$ cat src/rtl/resampler_pkg.sv
// resampler_pkg: shared types and constants for the resampler phase sequencer.
//   state_e    - sequencer states
//   PPM_SCALE  - ppm to UQ2.32 step scale (about 2^32 / 1e6)
//   PEND_W     - width of the per-output pending pop count (0..2)
//   URUN_W     - width of the saturating underrun counter
//   clamp_ppm  - symmetric clamp of a signed ppm request
package resampler_pkg;

  typedef enum logic [1:0] {
    ST_IDLE    = 2'd0,
    ST_PRIME   = 2'd1,
    ST_RUN     = 2'd2,
    ST_CONSUME = 2'd3
  } state_e;

  localparam int PPM_SCALE = 4295;
  localparam int PEND_W    = 2;
  localparam int URUN_W    = 16;

  function automatic logic signed [31:0] clamp_ppm(input logic signed [31:0] value,
                                                   input int limit);
    logic signed [31:0] res;
    if (value > limit) begin
      res = limit;
    end else if (value < -limit) begin
      res = -limit;
    end else begin
      res = value;
    end
    return res;
  endfunction

endpackage

$ cat src/rtl/resampler_phase_ctrl_if.sv
// resampler_phase_ctrl_if: sample/output handshake between the phase
// sequencer, the input FIFO read side and the resampler core.
//   in_avail - FIFO not empty            (slave -> master)
//   in_pop   - FIFO read / sample accept (master -> slave)
//   out_req  - downstream output request (slave -> master)
//   out_fire - output produced           (master -> slave)
//   mu       - phase for this output     (master -> slave)
interface resampler_phase_ctrl_if #(
  parameter int MU_BITS = 15
) ();
  logic               in_avail;
  logic               in_pop;
  logic               out_req;
  logic               out_fire;
  logic [MU_BITS-1:0] mu;

  modport master (input in_avail, input out_req, output in_pop, output out_fire, output mu);
  modport slave  (output in_avail, output out_req, input in_pop, input out_fire, input mu);
endinterface

$ cat src/rtl/resampler_phase_ctrl_ppm_step_calc.sv
// ppm_step_calc: clamps a ppm request, forms step = 2^PHASE_BITS + ppm*PPM_SCALE
// and holds it in a shadow register until the sequencer takes it.
//   clk, rst    - clock, async active-high reset
//   ppm_value   - signed ppm request
//   ppm_load    - pulse: capture ppm_value (last load wins)
//   take        - sequencer copied the shadow into its active step
//   step_shadow - pending step (signed UQ2.PHASE_BITS)
//   shadow_pend - step_shadow holds a value not yet taken
module ppm_step_calc
  import resampler_pkg::*;
#(
  parameter int PHASE_BITS = 32,
  parameter int PPM_MAX    = 1000,
  localparam int STEP_W    = PHASE_BITS + 2
) (
  input  logic                     clk,
  input  logic                     rst,
  input  logic signed [31:0]       ppm_value,
  input  logic                     ppm_load,
  input  logic                     take,
  output logic signed [STEP_W-1:0] step_shadow,
  output logic                     shadow_pend
);

  localparam logic signed [STEP_W-1:0] STEP_ONE = $signed({2'b01, {PHASE_BITS{1'b0}}});

  logic signed [31:0]       ppm_c_s;
  logic signed [STEP_W-1:0] step_s;
  logic signed [STEP_W-1:0] step_shadow_r;
  logic                     shadow_pend_r;

  // Clamp and scale the request; |delta| stays far below 2^PHASE_BITS.
  always_comb begin
    ppm_c_s = clamp_ppm(ppm_value, PPM_MAX);
    step_s  = STEP_ONE + (STEP_W'(ppm_c_s) * STEP_W'(PPM_SCALE));
  end

  // Shadow register; a new load overrides a simultaneous take.
  always_ff @(posedge clk or posedge rst) begin
    if (rst) begin
      step_shadow_r <= STEP_ONE;
      shadow_pend_r <= 1'b0;
    end else if (ppm_load) begin
      step_shadow_r <= step_s;
      shadow_pend_r <= 1'b1;
    end else if (take) begin
      shadow_pend_r <= 1'b0;
    end else begin
      shadow_pend_r <= shadow_pend_r;
    end
  end

  assign step_shadow = step_shadow_r;
  assign shadow_pend = shadow_pend_r;

endmodule

$ cat src/rtl/resampler_phase_ctrl.sv
// resampler_phase_ctrl: primes the core delay line with TAP_COUNT samples, then
// for each output request advances a UQ2.PHASE_BITS phase accumulator, pops the
// 0..2 samples the carry asks for and presents the fractional phase as mu.
//   clk, rst     - clock, async active-high reset
//   enable       - level; low returns to IDLE and blocks pops/fires
//   ppm_value    - signed ppm request, captured on ppm_load
//   ppm_load     - pulse
//   clear        - pulse; zeroes underrun and underrun_cnt (wins over starvation)
//   bus          - FIFO/core handshake (in_avail, in_pop, out_req, out_fire, mu)
//   primed       - delay line full (RUN or CONSUME)
//   underrun     - sticky: CONSUME cycle with FIFO empty seen
//   underrun_cnt - saturating count of starved cycles
module resampler_phase_ctrl
  import resampler_pkg::*;
#(
  parameter int PHASE_BITS = 32,
  parameter int MU_BITS    = 15,
  parameter int TAP_COUNT  = 9,
  parameter int PPM_MAX    = 1000
) (
  input  logic                   clk,
  input  logic                   rst,
  input  logic                   enable,
  input  logic signed [31:0]     ppm_value,
  input  logic                   ppm_load,
  input  logic                   clear,
  resampler_phase_ctrl_if.master bus,
  output logic                   primed,
  output logic                   underrun,
  output logic [URUN_W-1:0]      underrun_cnt
);

  localparam int STEP_W = PHASE_BITS + 2;
  localparam int CNT_W  = $clog2(TAP_COUNT + 1);
  localparam logic signed [STEP_W-1:0] STEP_ONE = $signed({2'b01, {PHASE_BITS{1'b0}}});

  state_e                   state_r, state_s;
  logic [PHASE_BITS-1:0]    frac_r;
  logic signed [STEP_W-1:0] step_active_r;
  logic signed [STEP_W-1:0] step_shadow_s;
  logic                     shadow_pend_s;
  logic                     take_s;
  logic [PEND_W-1:0]        pend_r;
  logic [CNT_W-1:0]         prime_cnt_r;
  logic [STEP_W-1:0]        sum_s;
  logic                     fire_s, pop_s, starve_s;
  logic                     underrun_r;
  logic [URUN_W-1:0]        underrun_cnt_r;

  ppm_step_calc #(.PHASE_BITS(PHASE_BITS), .PPM_MAX(PPM_MAX)) u_step (
    .clk        (clk),
    .rst        (rst),
    .ppm_value  (ppm_value),
    .ppm_load   (ppm_load),
    .take       (take_s),
    .step_shadow(step_shadow_s),
    .shadow_pend(shadow_pend_s)
  );

  // Step is always positive, so the sum is plain unsigned; the top two bits
  // are the number of input samples this output advances over.
  assign sum_s = STEP_W'(frac_r) + $unsigned(step_active_r);

  // A pending shadow is taken at once in IDLE, otherwise on a fire (which
  // itself still uses the old step_active_r).
  assign take_s = shadow_pend_s && ((state_r == ST_IDLE) || fire_s);

  // Next-state and handshake strobes.
  always_comb begin
    state_s  = state_r;
    fire_s   = 1'b0;
    pop_s    = 1'b0;
    starve_s = 1'b0;
    if (!enable) begin
      state_s = ST_IDLE;
    end else begin
      case (state_r)
        ST_IDLE: begin
          state_s = ST_PRIME;
        end
        ST_PRIME: begin
          pop_s = bus.in_avail;
          if (pop_s && (prime_cnt_r == CNT_W'(TAP_COUNT - 1))) begin
            state_s = ST_RUN;
          end else begin
            state_s = ST_PRIME;
          end
        end
        ST_RUN: begin
          fire_s = bus.out_req;
          if (fire_s && (sum_s[PHASE_BITS+1:PHASE_BITS] != 2'b00)) begin
            state_s = ST_CONSUME;
          end else begin
            state_s = ST_RUN;
          end
        end
        ST_CONSUME: begin
          pop_s    = bus.in_avail;
          starve_s = !bus.in_avail;
          if (pop_s && (pend_r == PEND_W'(1))) begin
            state_s = ST_RUN;
          end else begin
            state_s = ST_CONSUME;
          end
        end
        default: begin
          state_s = ST_IDLE;
        end
      endcase
    end
  end

  // State register.
  always_ff @(posedge clk or posedge rst) begin
    if (rst) begin
      state_r <= ST_IDLE;
    end else begin
      state_r <= state_s;
    end
  end

  // Phase accumulator, pending pops, prime counter and active step.
  always_ff @(posedge clk or posedge rst) begin
    if (rst) begin
      frac_r        <= {PHASE_BITS{1'b0}};
      pend_r        <= {PEND_W{1'b0}};
      prime_cnt_r   <= {CNT_W{1'b0}};
      step_active_r <= STEP_ONE;
    end else begin
      if (take_s) begin
        step_active_r <= step_shadow_s;
      end
      case (state_r)
        ST_IDLE: begin
          frac_r      <= {PHASE_BITS{1'b0}};
          pend_r      <= {PEND_W{1'b0}};
          prime_cnt_r <= {CNT_W{1'b0}};
        end
        ST_PRIME: begin
          if (pop_s) begin
            prime_cnt_r <= prime_cnt_r + CNT_W'(1);
          end
        end
        ST_RUN: begin
          if (fire_s) begin
            frac_r <= sum_s[PHASE_BITS-1:0];
            pend_r <= sum_s[PHASE_BITS+1:PHASE_BITS];
          end
        end
        ST_CONSUME: begin
          if (pop_s) begin
            pend_r <= pend_r - PEND_W'(1);
          end
        end
        default: begin
          frac_r <= {PHASE_BITS{1'b0}};
        end
      endcase
    end
  end

  // Sticky starvation flag and saturating counter; clear has priority.
  always_ff @(posedge clk or posedge rst) begin
    if (rst) begin
      underrun_r     <= 1'b0;
      underrun_cnt_r <= {URUN_W{1'b0}};
    end else if (clear) begin
      underrun_r     <= 1'b0;
      underrun_cnt_r <= {URUN_W{1'b0}};
    end else if (starve_s) begin
      underrun_r <= 1'b1;
      if (underrun_cnt_r != {URUN_W{1'b1}}) begin
        underrun_cnt_r <= underrun_cnt_r + URUN_W'(1);
      end
    end
  end

  assign bus.in_pop   = pop_s;
  assign bus.out_fire = fire_s;
  assign bus.mu       = frac_r[PHASE_BITS-1 -: MU_BITS];
  assign primed       = (state_r == ST_RUN) || (state_r == ST_CONSUME);
  assign underrun     = underrun_r;
  assign underrun_cnt = underrun_cnt_r;

endmodule
$ cat src/flat_wrapper.sv
// flat-port wrapper written by rule: the top's interface ports become plain ports
module resampler_phase_ctrl_flat import resampler_pkg::*;
#(
  parameter int PHASE_BITS = 32,
  parameter int MU_BITS    = 15,
  parameter int TAP_COUNT  = 9,
  parameter int PPM_MAX    = 1000
)
  (clk, rst, enable, ppm_value, ppm_load, clear, primed, underrun, underrun_cnt, bus_in_avail, bus_out_req, bus_in_pop, bus_out_fire, bus_mu);
  resampler_phase_ctrl_if #(.MU_BITS(MU_BITS)) bus_i ();
  input  logic clk;
  input  logic rst;
  input  logic enable;
  input  logic signed [31:0] ppm_value;
  input  logic ppm_load;
  input  logic clear;
  output logic primed;
  output logic underrun;
  output logic [URUN_W-1:0] underrun_cnt;
  input wire logic [$bits(bus_i.in_avail)-1:0] bus_in_avail;
  input wire logic [$bits(bus_i.out_req)-1:0] bus_out_req;
  output wire logic [$bits(bus_i.in_pop)-1:0] bus_in_pop;
  output wire logic [$bits(bus_i.out_fire)-1:0] bus_out_fire;
  output wire logic [$bits(bus_i.mu)-1:0] bus_mu;
  assign bus_i.in_avail = bus_in_avail;
  assign bus_i.out_req = bus_out_req;
  assign bus_in_pop = bus_i.in_pop;
  assign bus_out_fire = bus_i.out_fire;
  assign bus_mu = bus_i.mu;
  resampler_phase_ctrl #(.PHASE_BITS(PHASE_BITS), .MU_BITS(MU_BITS), .TAP_COUNT(TAP_COUNT), .PPM_MAX(PPM_MAX)) u_core (.clk(clk), .rst(rst), .enable(enable), .ppm_value(ppm_value), .ppm_load(ppm_load), .clear(clear), .bus(bus_i), .primed(primed), .underrun(underrun), .underrun_cnt(underrun_cnt));
endmodule
$ cat config.mk
export PLATFORM = sky130hd
export DESIGN_NAME = resampler_phase_ctrl_flat
export DESIGN_NICKNAME = d
export VERILOG_FILES = /design/src/rtl/resampler_pkg.sv /design/src/rtl/resampler_phase_ctrl_if.sv /design/src/rtl/resampler_phase_ctrl_ppm_step_calc.sv /design/src/rtl/resampler_phase_ctrl.sv /design/src/flat_wrapper.sv
export SDC_FILE = /design/constraint.sdc
export NUM_CORES = 1
export LEC_CHECK = 0
export ABC_AREA = 1
export CAP_MARGIN = 5
export CELL_PAD_IN_SITES_DETAIL_PLACEMENT = 1
export CELL_PAD_IN_SITES_GLOBAL_PLACEMENT = 1
export CORE_UTILIZATION = 46
export CTS_CLUSTER_SIZE = 28
export DETAILED_ROUTE_END_ITERATION = 8
export HOLD_SLACK_MARGIN = 0.12
export PLACE_DENSITY = 0.94
export SLEW_MARGIN = 10
export SYNTH_ARGS = -nofsm -noshare
export SYNTH_HDL_FRONTEND = slang
export SYNTH_SLANG_ARGS = --single-unit
$ cat constraint.sdc
create_clock -name clk -period 6.8 [get_ports clk]
set_input_delay 2.04 -clock clk [delete_from_list [all_inputs] [get_ports clk]]
set_output_delay 2.04 -clock clk [all_outputs]
set_load 0.02 [all_outputs]
==> results.yml, run 1 <==
global_route:
  grt_pass1_wl_um: 170000
  track_usage_pct: 72.4
  grt_max_degree: 73
  gr-total-overflow: 160
  grt_pass1_vias: 23228
clock_tree:
  clockBufferDepth: 2
  htree_levels: 4
  clockRootBuffer: "clkbuf_16"
  cts_buffers: 17
  cts_hold_buffers: 0
  clock_sinks: 126
yosys:
  synth_xor_area_share_pct: 1.62
  yosys.area_share.simple_pct: 24.7
  synth_top_family_by_area: "adder cells"
  avgSynthCellArea_um2: 7.18
  synth-async-reset-ratio_pct: 100
  synth_nets: 2342
  netlist_area_mm2: 0.0146
  ys_types: 47
  synth_sequential_area_ratio_pct: 21.7
  synth_warnings: 0
  ys_ff_latch: 126
  synth_edf_count: 0
  synth-compound-area-share_pct: 9.72
  muxShareOfSynthArea_pct: 0
  syn_inst: 2026
  ys.flop_type: "dfrtp_1"
  synth_fa_ha_area_share_pct: 28.9
status:
  haltStage: "global routing (5_1_grt)"
  toolErrorMsg: "[ERROR GRT-0116] Global routing finished with congestion. Check the congestion regions in the DRC Viewer."
  status: "aborted with a tool error"
die:
  die_h_um: 180
  initial_utilization_pct: 47.2
  row_count: 64
  pin_count: 74
  die_w_um: 180
placed_design:
  gp_congestion: 1.00
  numPortBuffers: 73
  place_ws_ns: -2.36
  placedInstanceArea_mm2: 0.0177
  dpl.hpwl_um: 53100
[per-stage QoR]
step | cells | setup TNS, ns
after detailed placement | 2670 | -53.64
after floorplan | 2026 | -6.13
after global placement | 2670 | -30.60
after CTS | 2752 | -19.51
[per-layer routing]
| layer | track usage [%] | overflow |
|---|---|---|
| met5 | 18.4 | 0 |
| met4 | 76.4 | 75 |
| met3 | 53.9 | 2 |
| met2 | 91.5 | 83 |
| met1 | 71.7 | 0 |
[synth_stat cells (2+ instances only)]
library cell | n | share of area [%]
o21bai_1 | 13 | 0.67
ha_1 | 178 | 15
a21boi_0 | 5 | 0.26
fa_1 | 99 | 14
nor3b_1 | 3 | 0.15
xnor2_1 | 8 | 0.48
nor2_4 | 3 | 0.23
or2_2 | 17 | 0.73
nor4_1 | 6 | 0.26
xor2_1 | 19 | 1.1
o31ai_1 | 3 | 0.15
nor2_1 | 159 | 4.1
nand3b_1 | 5 | 0.26
dfrtp_1 | 124 | 21
nor2_2 | 5 | 0.21
clkbuf_1 | 16 | 0.41
inv_2 | 11 | 0.28
buf_4 | 15 | 0.77
o21ai_0 | 115 | 4.0
buf_2 | 3 | 0.10
o21ai_1 | 16 | 0.55
nand3_1 | 114 | 3.9
inv_1 | 433 | 11
a21o_1 | 6 | 0.31
o211ai_1 | 5 | 0.26
nand4_1 | 27 | 1.2
dfstp_2 | 2 | 0.36
nand2_4 | 3 | 0.23
nand2_1 | 482 | 12
o21a_1 | 3 | 0.15
nor3_1 | 16 | 0.55
a21oi_1 | 88 | 3.0
nand2_2 | 3 | 0.13
a22o_1 | 2 | 0.12
buf_6 | 7 | 0.54
[cells by family after synthesis]
| family | after synthesis |
|---|---|
| xor gates and xnor gates | 27 |
| buffers and inverters | 487 |
| and+or+nand+nor | 848 |
| AOI/OAI and AO/OA | 261 |
| adders and majority gates | 277 |
| DFF | 126 |
[repair_timing]
item                                    in CTS
buffers inserted                            52
pin swaps                                  168
gates cloned                                 1
resized for setup                          497
endpoints found under the setup margin      29
==> run 2, diff against run 1 <==
Settings changed: CELL_PAD_IN_SITES_DETAIL_PLACEMENT 1 to unset, CELL_PAD_IN_SITES_GLOBAL_PLACEMENT 1 to unset, CORE_UTILIZATION 46 to 35, CTS_CLUSTER_SIZE 28 to unset, HOLD_SLACK_MARGIN 0.12 to unset, PLACE_DENSITY 0.94 to unset, PLACE_DENSITY_LB_ADDON set to 0.15.
==> results.yml, run 2 <==
yosys:
  synth_warnings: 0
  synth.largest_area_cell: "dfrtp_1"
  yosysMostFrequentCell: "nand2_1"
  synth_area_leaders: "dfrtp_1, ha_1, fa_1"
  synth-async-reset-ratio_pct: 100
  netlist_area_mm2: 0.0146
  synth_sequential_area_ratio_pct: 21.7
  netlist.area_leader.share_pct: 21.3
  synth_nets: 2342
  ys_top_cells_by_count: "nand2_1, inv_1, ha_1"
  ys_ff_latch: 126
  syn_inst: 2026
  ys.flop_type: "dfrtp_1"
  ys_types: 47
  synth_edf_count: 0
  avgSynthCellArea_um2: 7.18
timing:
  final-hold-violation-count: 0
  relSlewSlack_pct: 51.1
  clock_skew_ns: 0.0206
  clock.fmax_ghz: 0.139
  worst_slew_pin_slew_ns: 0.733
  setup_viol: 23
  grt_setup_unrepaired: "yes"
  slew_violations: 0
  fin_ws_ns: -0.400
  min_period_ns: 7.20
  fin_crit_sh_pct: 106
placed_design:
  dpl.hpwl_um: 37800
  placedInstanceArea_mm2: 0.0181
  numPortBuffers: 73
  gp_congestion: 0.907
clock_tree:
  htree_levels: 4
  clock_sinks: 126
  cts_buffers: 17
  path_clk_slew_ns: 0.06
  clockBufferDepth: 2
  cts_hold_buffers: 0
  clockRootBuffer: "clkbuf_16"
  insertion_delay_ns: 0.43
  cts_tree: "done"
worst_setup_path:
  cp.required_ns: 7.08
  worst_ep_arrival_time_ns: 7.48
  r2r_cells: 14
  rrSetupSlack_ns: 4.19
  cp_num_buf_inv: 9
  path_max_fanout: 7
  end_kind: "register"
  critPathTopFamily: "adder cells"
  crit_path_start: "ppm_value[14]"
  r2r-end: "u_core.state_r[0]"
  crit_type: "input port to register"
  rr_startpoint: "u_core.step_active_r[0]"
  cpMaxStageDelayCell: "fa_1"
  start_kind: "input port"
  cp.depth: 28
  cp_slowest_stage_delay_ns: 0.56
die:
  core_area_mm2: 0.0409
  die_h_um: 206
  row_count: 74
  initial_utilization_pct: 35.6
  die_area_mm2: 0.0424
  pin_count: 74
  die_w_um: 206
global_route:
  gr-total-overflow: 0
  grt_pass1_vias: 14157
  grt_max_degree: 56
  grt_pass1_wl_um: 73900
  grt_antenna_before_repair: 0
  track_usage_pct: 22.2
pwr:
  fin_total_pwr_uw: 10400
  power.density_mw_per_mm2: 497
  ir_drop_mv: 0.360
  power_leakage_uw: 0.0107
routing:
  wire_per_inst_um: 15.7
  via_per_inst: 4.71
  drc_errors: 0
  totalWireLength_um: 46100
  dr.pass1.iters: 5
  first_iter_violations: 538
  antenna_left: 0
  vias: 13813
layout:
  layout_commonest_cell: "nand2_1"
  area_growth_pct: 44.0
  fin_area_mm2: 0.0210
  mostFrequentLayoutCells: "nand2_1, inv_1, buf_4"
  drive_gt1_share_pct: 32.3
  fin_util_pct: 51.2
  diodes: 0
  num-nets-final: 2704
status:
  status: "finished, violations left"
  violations: "setup timing"
worst_hold_path:
  min_to: "u_core.step_active_r[9]"
  hold_depth: 2
  hold_class: "register to register"
  min_from: "u_core.u_step.step_shadow[9]"
job:
  maxCapViolCount: 0
==> run 2: cell counts after synthesis <==
Identical to the previous run, type by type.
==> run 2: layout make-up <==
cell class | instances | area, um2
clock buffer | 17 | 425
timing repair buffer | 385 | 3320
multi-input combinational | 1413 | 11500
sequential | 126 | 3160
fill | 3969 | 20000
tap | 532 | 666
clock inverter | 15 | 169
inverter | 445 | 1690
==> run 2: kinds of logic (layout without fill, tap and decap cells) <==
| kind of cell | after synthesis | count (layout) | synth area share (%) |
|---|---|---|---|
| simple gates | 848 | 848 | 24.7 |
| buf+inv | 487 | 862 | 13.3 |
| flops | 126 | 126 | 21.7 |
| xor+xnor | 27 | 27 | 1.62 |
| compound gates | 261 | 261 | 9.72 |
| fa+ha+maj | 277 | 277 | 28.9 |
==> run 2: metal layers <==
metal  wire length [um]  GRT usage [%]  vias up
li1                   -              -     7053
met1              21900           29.7     6537
met3                887           2.13       40
met4                835           5.25        0
met5                  0              0        -
met2              22500           38.5      183
==> run 2: worst reg2reg max path: stages (launching register included) <==
cell and delay, ns:
dfrtp_1 0.40, ha_1 0.30, fa_1 0.42, nand3_1 0.08, nand3_1 0.16, nand2_1 0.10
nand2_1 0.18, nand2_1 0.13, nand2_1 0.15, nand2_1 0.17, nand3_1 0.13, nand2_1 0.11
nand2_1 0.05, nand2_1 0.05, nand2_1 0.05
==> run 2: stage by stage <==
stage	worst slack, ns	std cells	TNS [ns]	hold WS [ns]
final	-0.400	2933	-6.69	0.463
after global routing	-0.649	2933	-12.47	0.484
after CTS	-0.409	2908	-7.27	0.465
after detailed placement	-1.79	2830	-37.32	0.453
after global placement	-1.73	2830	-36.24	0.453
after floorplan	-0.326	2026	-6.13	0.442
==> run 2: how the worst max path moves through the flow <==
stage / endpoint / slack (ns)
5_1_grt: u_core.u_step.step_shadow[31] / -0.65
3_3_place_gp: u_core.u_step.step_shadow[23] / -1.73
6_report: u_core.u_step.step_shadow[23] / -0.40
3_5_place_dp: u_core.u_step.step_shadow[23] / -1.79
2_1_floorplan: u_core.u_step.step_shadow[18] / -0.33
4_1_cts: u_core.u_step.step_shadow[27] / -0.41
==> run 2: repair_timing <==
| item | in CTS | in global routing |
|---|---|---|
| hold endpoints to repair | 0 | 0 |
| buffers inserted | 44 | 28 |
| resized for setup | 346 | 228 |
| setup endpoints to repair | 27 | 26 |
| pin swaps | 137 | 154 |
| cloned | 4 | 1 |
==> run 2: report_power, final <==
group / total (uW) / internal [uW] / switching (uW) / leakage (uW)
clock: 921 / 493 / 427 / 0.000284
sequential: 1050 / 936 / 115 / 0.00164
combinational: 8440 / 3980 / 4460 / 0.00877
total: 10400 / 5410 / 5010 / 0.0107
Note: power is estimated with default switching activity, not from simulation.
==> run 3, diff against run 2 <==
Settings changed: DONT_BUFFER_PORTS set to 1, SLEW_MARGIN 10 to unset.
Clock period 6.8 ns to 7.5 ns, I/O delays scaled along.
==> results.yml, run 3 (synthesis gave the netlist of run 2 again) <==
timing:
  fin_ws_ns: 0.0974
  worst_slew_pin_slew_ns: 0.742
  min_period_ns: 7.40
  whs_ns: 0.458
  final-hold-violation-count: 0
  clock.fmax_ghz: 0.135
  clock_skew_ns: 0.00834
  setup_viol: 0
  slew_violations: 0
  relSlewSlack_pct: 50.5
  fin_crit_sh_pct: 98.7
  grt_setup_unrepaired: "yes"
routing:
  dr.pass1.iters: 5
  drc_errors: 0
  via_per_inst: 4.75
  wire_per_inst_um: 15.4
  vias: 13120
  first_iter_violations: 639
  antenna_left: 0
  totalWireLength_um: 42600
pwr:
  ir_drop_mv: 0.250
  power_leakage_uw: 0.00971
  power.density_mw_per_mm2: 441
worst_setup_path:
  worst_ep_arrival_time_ns: 7.72
  cp_slowest_stage_delay_ns: 0.50
  crit_path_start: "ppm_value[26]"
  critPathTopFamily: "adder cells"
  end_kind: "register"
  path_max_fanout: 6
  cpMaxStageDelayCell: "fa_1"
  cp_num_buf_inv: 8
  crit_type: "input port to register"
  start_kind: "input port"
  cp.required_ns: 7.82
  rr_startpoint: "u_core.state_r[1]"
clock_tree:
  htree_levels: 4
  cts_hold_buffers: 0
  clockRootBuffer: "clkbuf_16"
  cts_tree: "done"
  clock_sinks: 126
  cts_buffers: 17
  path_clk_slew_ns: 0.06
  insertion_delay_ns: 0.43
  clockBufferDepth: 2
die:
  core_area_mm2: 0.0409
  die_w_um: 206
  die_h_um: 206
  pin_count: 74
  initial_utilization_pct: 35.6
  row_count: 74
  die_area_mm2: 0.0424
global_route:
  grtUsageMet1_pct: 26.4
  track_usage_pct: 20.5
  grt_max_degree: 71
  grtUsageMet2_pct: 36.4
  top_usage_layer: "met2"
  grt_antenna_before_repair: 0
  gr-total-overflow: 0
  grt_use_met3_pct: 1.92
  grt_pass1_wl_um: 68200
  grt_pass1_vias: 13327
layout:
  drive_gt1_share_pct: 22.1
  area_growth_pct: 26.7
  mostFrequentLayoutCells: "nand2_1, inv_1, buf_4"
  layout_commonest_cell: "nand2_1"
  num-nets-final: 2533
  diodes: 0
  fin_util_pct: 45.1
  stdcell_count: 2762
placed_design:
  dpl.hpwl_um: 35800
  gp_congestion: 0.900
  place_ws_ns: -1.03
  place_inst: 2714
  numPortBuffers: 0
worst_hold_path:
  min_from: "u_core.u_step.step_shadow[11]"
  hold_class: "register to register"
job:
  maxCapViolCount: 0
status:
  status: "finished, final reports clean"
## run 3: worst paths after layout
kind	endpoint	slack (ns)	depth (start not counted)
setup reg to reg	u_core.step_active_r[33]	4.59	11
setup / recovery	u_core.u_step.step_shadow[25]	0.1	30
hold reg to reg	u_core.step_active_r[11]	0.46	2
max in group asynchronous	u_core.u_step.step_shadow[9]	4.48	2
min in group asynchronous	u_core.underrun_cnt[0]	1.78	1
hold / removal	u_core.step_active_r[11]	0.46	2
## run 3: where the power goes
group	total (uW)	switching, uW	internal [uW]
Sequential	950	101	850
Combinational	6310	3440	2870
Clock	874	315	559
Total	8130	3850	4280
## run 3: what timing repair did
item	in CTS	in global routing
gates cloned	0	1
pin swaps	14	76
setup endpoints to repair	22	22
resized for setup	74	219
buffers inserted	4	11
## run 3: stage by stage
step,instance area (um2),TNS (ns),power [uW]
CTS,17500,-0.0170,7220
finish,18400,0,8130
global placement,16500,-17.18,5910
global route,18400,-1.11,8900
floorplan,14600,-0.256,3920
detailed placement,16500,-18.40,5940
## run 3: area by class of cell
type,instances,area (um2)
fillers,4170,22500
multi-input cells,1413,10600
flip-flops and latches,126,3160
inverters,445,1690
repair buffers,214,1670
well taps,532,666
clock buffers,20,437
clock inverters,12,185
## run 3: metal layers
layer | up-vias | part of all wire, %
li1 | 6712 | -
met1 | 6173 | 46
met2 | 191 | 50
met3 | 44 | 2.1
met4 | 0 | 1.8
met5 | - | 0
## run 3: worst register-to-register path, cell delays in order, from the launching register on
cell and delay [ns]:
dfrtp_1 0.52, inv_2 0.10, nor2_4 0.17, nand3_4 0.29, inv_4 0.39, nor2_4 0.04, buf_4 0.27, inv_2 0.11
nand2_1 0.24, inv_2 0.36, nand2_1 0.22, o21ai_0 0.12
==> run 4, diff against run 3 <==
Settings changed: CTS_BUF_LIST set to sky130_fd_sc_hd__clkbuf_8.
==> results.yml, run 4 (synthesis gave the netlist of run 2 again) <==
worst_setup_path:
  critPathTopFamily: "adder cells"
  crit_type: "input port to register"
  cp_num_buf_inv: 7
  crit_top_cell: "fa_1"
  cpMaxStageDelayCell: "fa_1"
  worst_ep_arrival_time_ns: 7.71
  path_max_fanout: 8
  start_kind: "input port"
  cp.required_ns: 7.85
  cp_slowest_stage_delay_ns: 0.54
  rrSetupSlack_ns: 4.55
  end_kind: "register"
placed_design:
  placedInstanceArea_mm2: 0.0165
  numPortBuffers: 0
  dpl.hpwl_um: 35800
  place_ws_ns: -1.03
  place_inst: 2714
  gp_congestion: 0.900
timing:
  fin_ws_ns: 0.131
  clock_skew_ns: 0.0140
  worst_slew_pin_slew_ns: 0.734
  setup_viol: 0
  grt_setup_unrepaired: "yes"
  relSlewSlack_pct: 51.1
  clock.fmax_ghz: 0.136
  final-hold-violation-count: 0
  fin_crit_sh_pct: 98.3
  slew_violations: 0
  min_period_ns: 7.37
routing:
  vias: 13023
  first_iter_violations: 627
  drc_errors: 0
  dr.pass1.iters: 7
  via_per_inst: 4.71
  antenna_left: 0
  wire_per_inst_um: 15.3
  totalWireLength_um: 42200
pwr:
  power.density_mw_per_mm2: 436
  power_leakage_uw: 0.00965
  ir_drop_mv: 0.244
  fin_total_pwr_uw: 7900
layout:
  fin_util_pct: 44.3
  stdcell_count: 2763
  mostFrequentLayoutCells: "nand2_1, inv_1, buf_4"
  area_growth_pct: 24.5
  fin_area_mm2: 0.0181
  num-nets-final: 2534
  drive_gt1_share_pct: 21.2
  layout_commonest_cell: "nand2_1"
  diodes: 0
clock_tree:
  htree_levels: 4
  cts_tree: "done"
  clockRootBuffer: "clkbuf_8"
  cts_buffers: 17
  clock_sinks: 126
  insertion_delay_ns: 0.46
  cts_hold_buffers: 0
  clockBufferDepth: 2
  path_clk_slew_ns: 0.08
global_route:
  grt_pass1_vias: 13253
  track_usage_pct: 20.4
  grt_antenna_before_repair: 0
  grt_pass1_wl_um: 67700
  grt_max_degree: 71
  gr-total-overflow: 0
job:
  maxCapViolCount: 0
die:
  core_area_mm2: 0.0409
  row_count: 74
  initial_utilization_pct: 35.6
  die_w_um: 206
  die_h_um: 206
  pin_count: 74
  die_area_mm2: 0.0424
status:
  status: "finished, final reports clean"
worst_hold_path:
  hold_class: "register to register"
==> run 4: changes by cell type in the layout (fill, tap and decap cells not counted), moves of 4 or more <==
cell / previous run / this run
clkbuf_16: 18 / 0
clkbuf_8: 0 / 17
ha_1: 139 / 143
inv_1: 405 / 414
inv_2: 36 / 32
nand2_1: 451 / 456
nand2_2: 26 / 18
nand2_4: 9 / 14
==> run 4: stage by stage <==
stage | setup TNS (ns) | hold slack, ns
6_report | 0 | 0.460
5_1_grt | -0.402 | 0.485
4_1_cts | -0.0568 | 0.459
3_5_place_dp | -18.40 | 0.451
3_3_place_gp | -17.18 | 0.452
2_1_floorplan | -0.256 | 0.442
==> run 4: final timing paths <==
path	from	end	cells past startpoint
worst max-delay path	ppm_value[20]	u_core.u_step.step_shadow[23]	28
min in group asynchronous	rst	u_core.underrun_cnt[0]	1
worst min-delay path	u_core.u_step.step_shadow[7]	u_core.step_active_r[7]	2
worst min register to register	u_core.u_step.step_shadow[7]	u_core.step_active_r[7]	2
worst max register to register	u_core.state_r[1]	u_core.step_active_r[33]	11
max in group asynchronous	rst	u_core.u_step.step_shadow[9]	2
==> run 4: layout make-up <==
cell class | instances | area [um2]
flip-flops and latches | 126 | 3160
inverters | 445 | 1680
repair buffers | 215 | 1650
well taps | 532 | 666
clock buffers | 17 | 234
multi-input cells | 1413 | 10500
clock inverters | 15 | 196
fillers | 4206 | 22800
==> run 4: power breakdown <==
group | switching [uW] | leakage [uW] | internal, uW
sequential | 101 | 0.00164 | 848
clock | 289 | 0.000224 | 361
combinational | 3420 | 0.00778 | 2890
==> run 4: worst register-to-register path: stages, from the launching register on <==
cell	delay (ns)
dfrtp_1	0.53
inv_2	0.10
nor2_4	0.17
nand3_4	0.30
inv_4	0.40
nor2_4	0.04
buf_4	0.27
inv_2	0.10
nand2_1	0.25
inv_2	0.37
nand2_1	0.23
o21ai_0	0.12
==> run 4: repair_timing <==
| item | CTS | global route |
|---|---|---|
| buffers inserted | 2 | 15 |
| hold endpoints to repair | 0 | 0 |
| resized for setup | 42 | 224 |
| pin swaps | 3 | 64 |
| setup endpoints to repair | 22 | 22 |
==> run 4: layer usage <==
metal,part of all wire (%),up-vias,track usage [%]
met5,0,-,0
met4,2.3,0,6.01
met3,2.1,42,2.19
met2,49,179,35.6
met1,47,6092,26.3
li1,-,6710,-
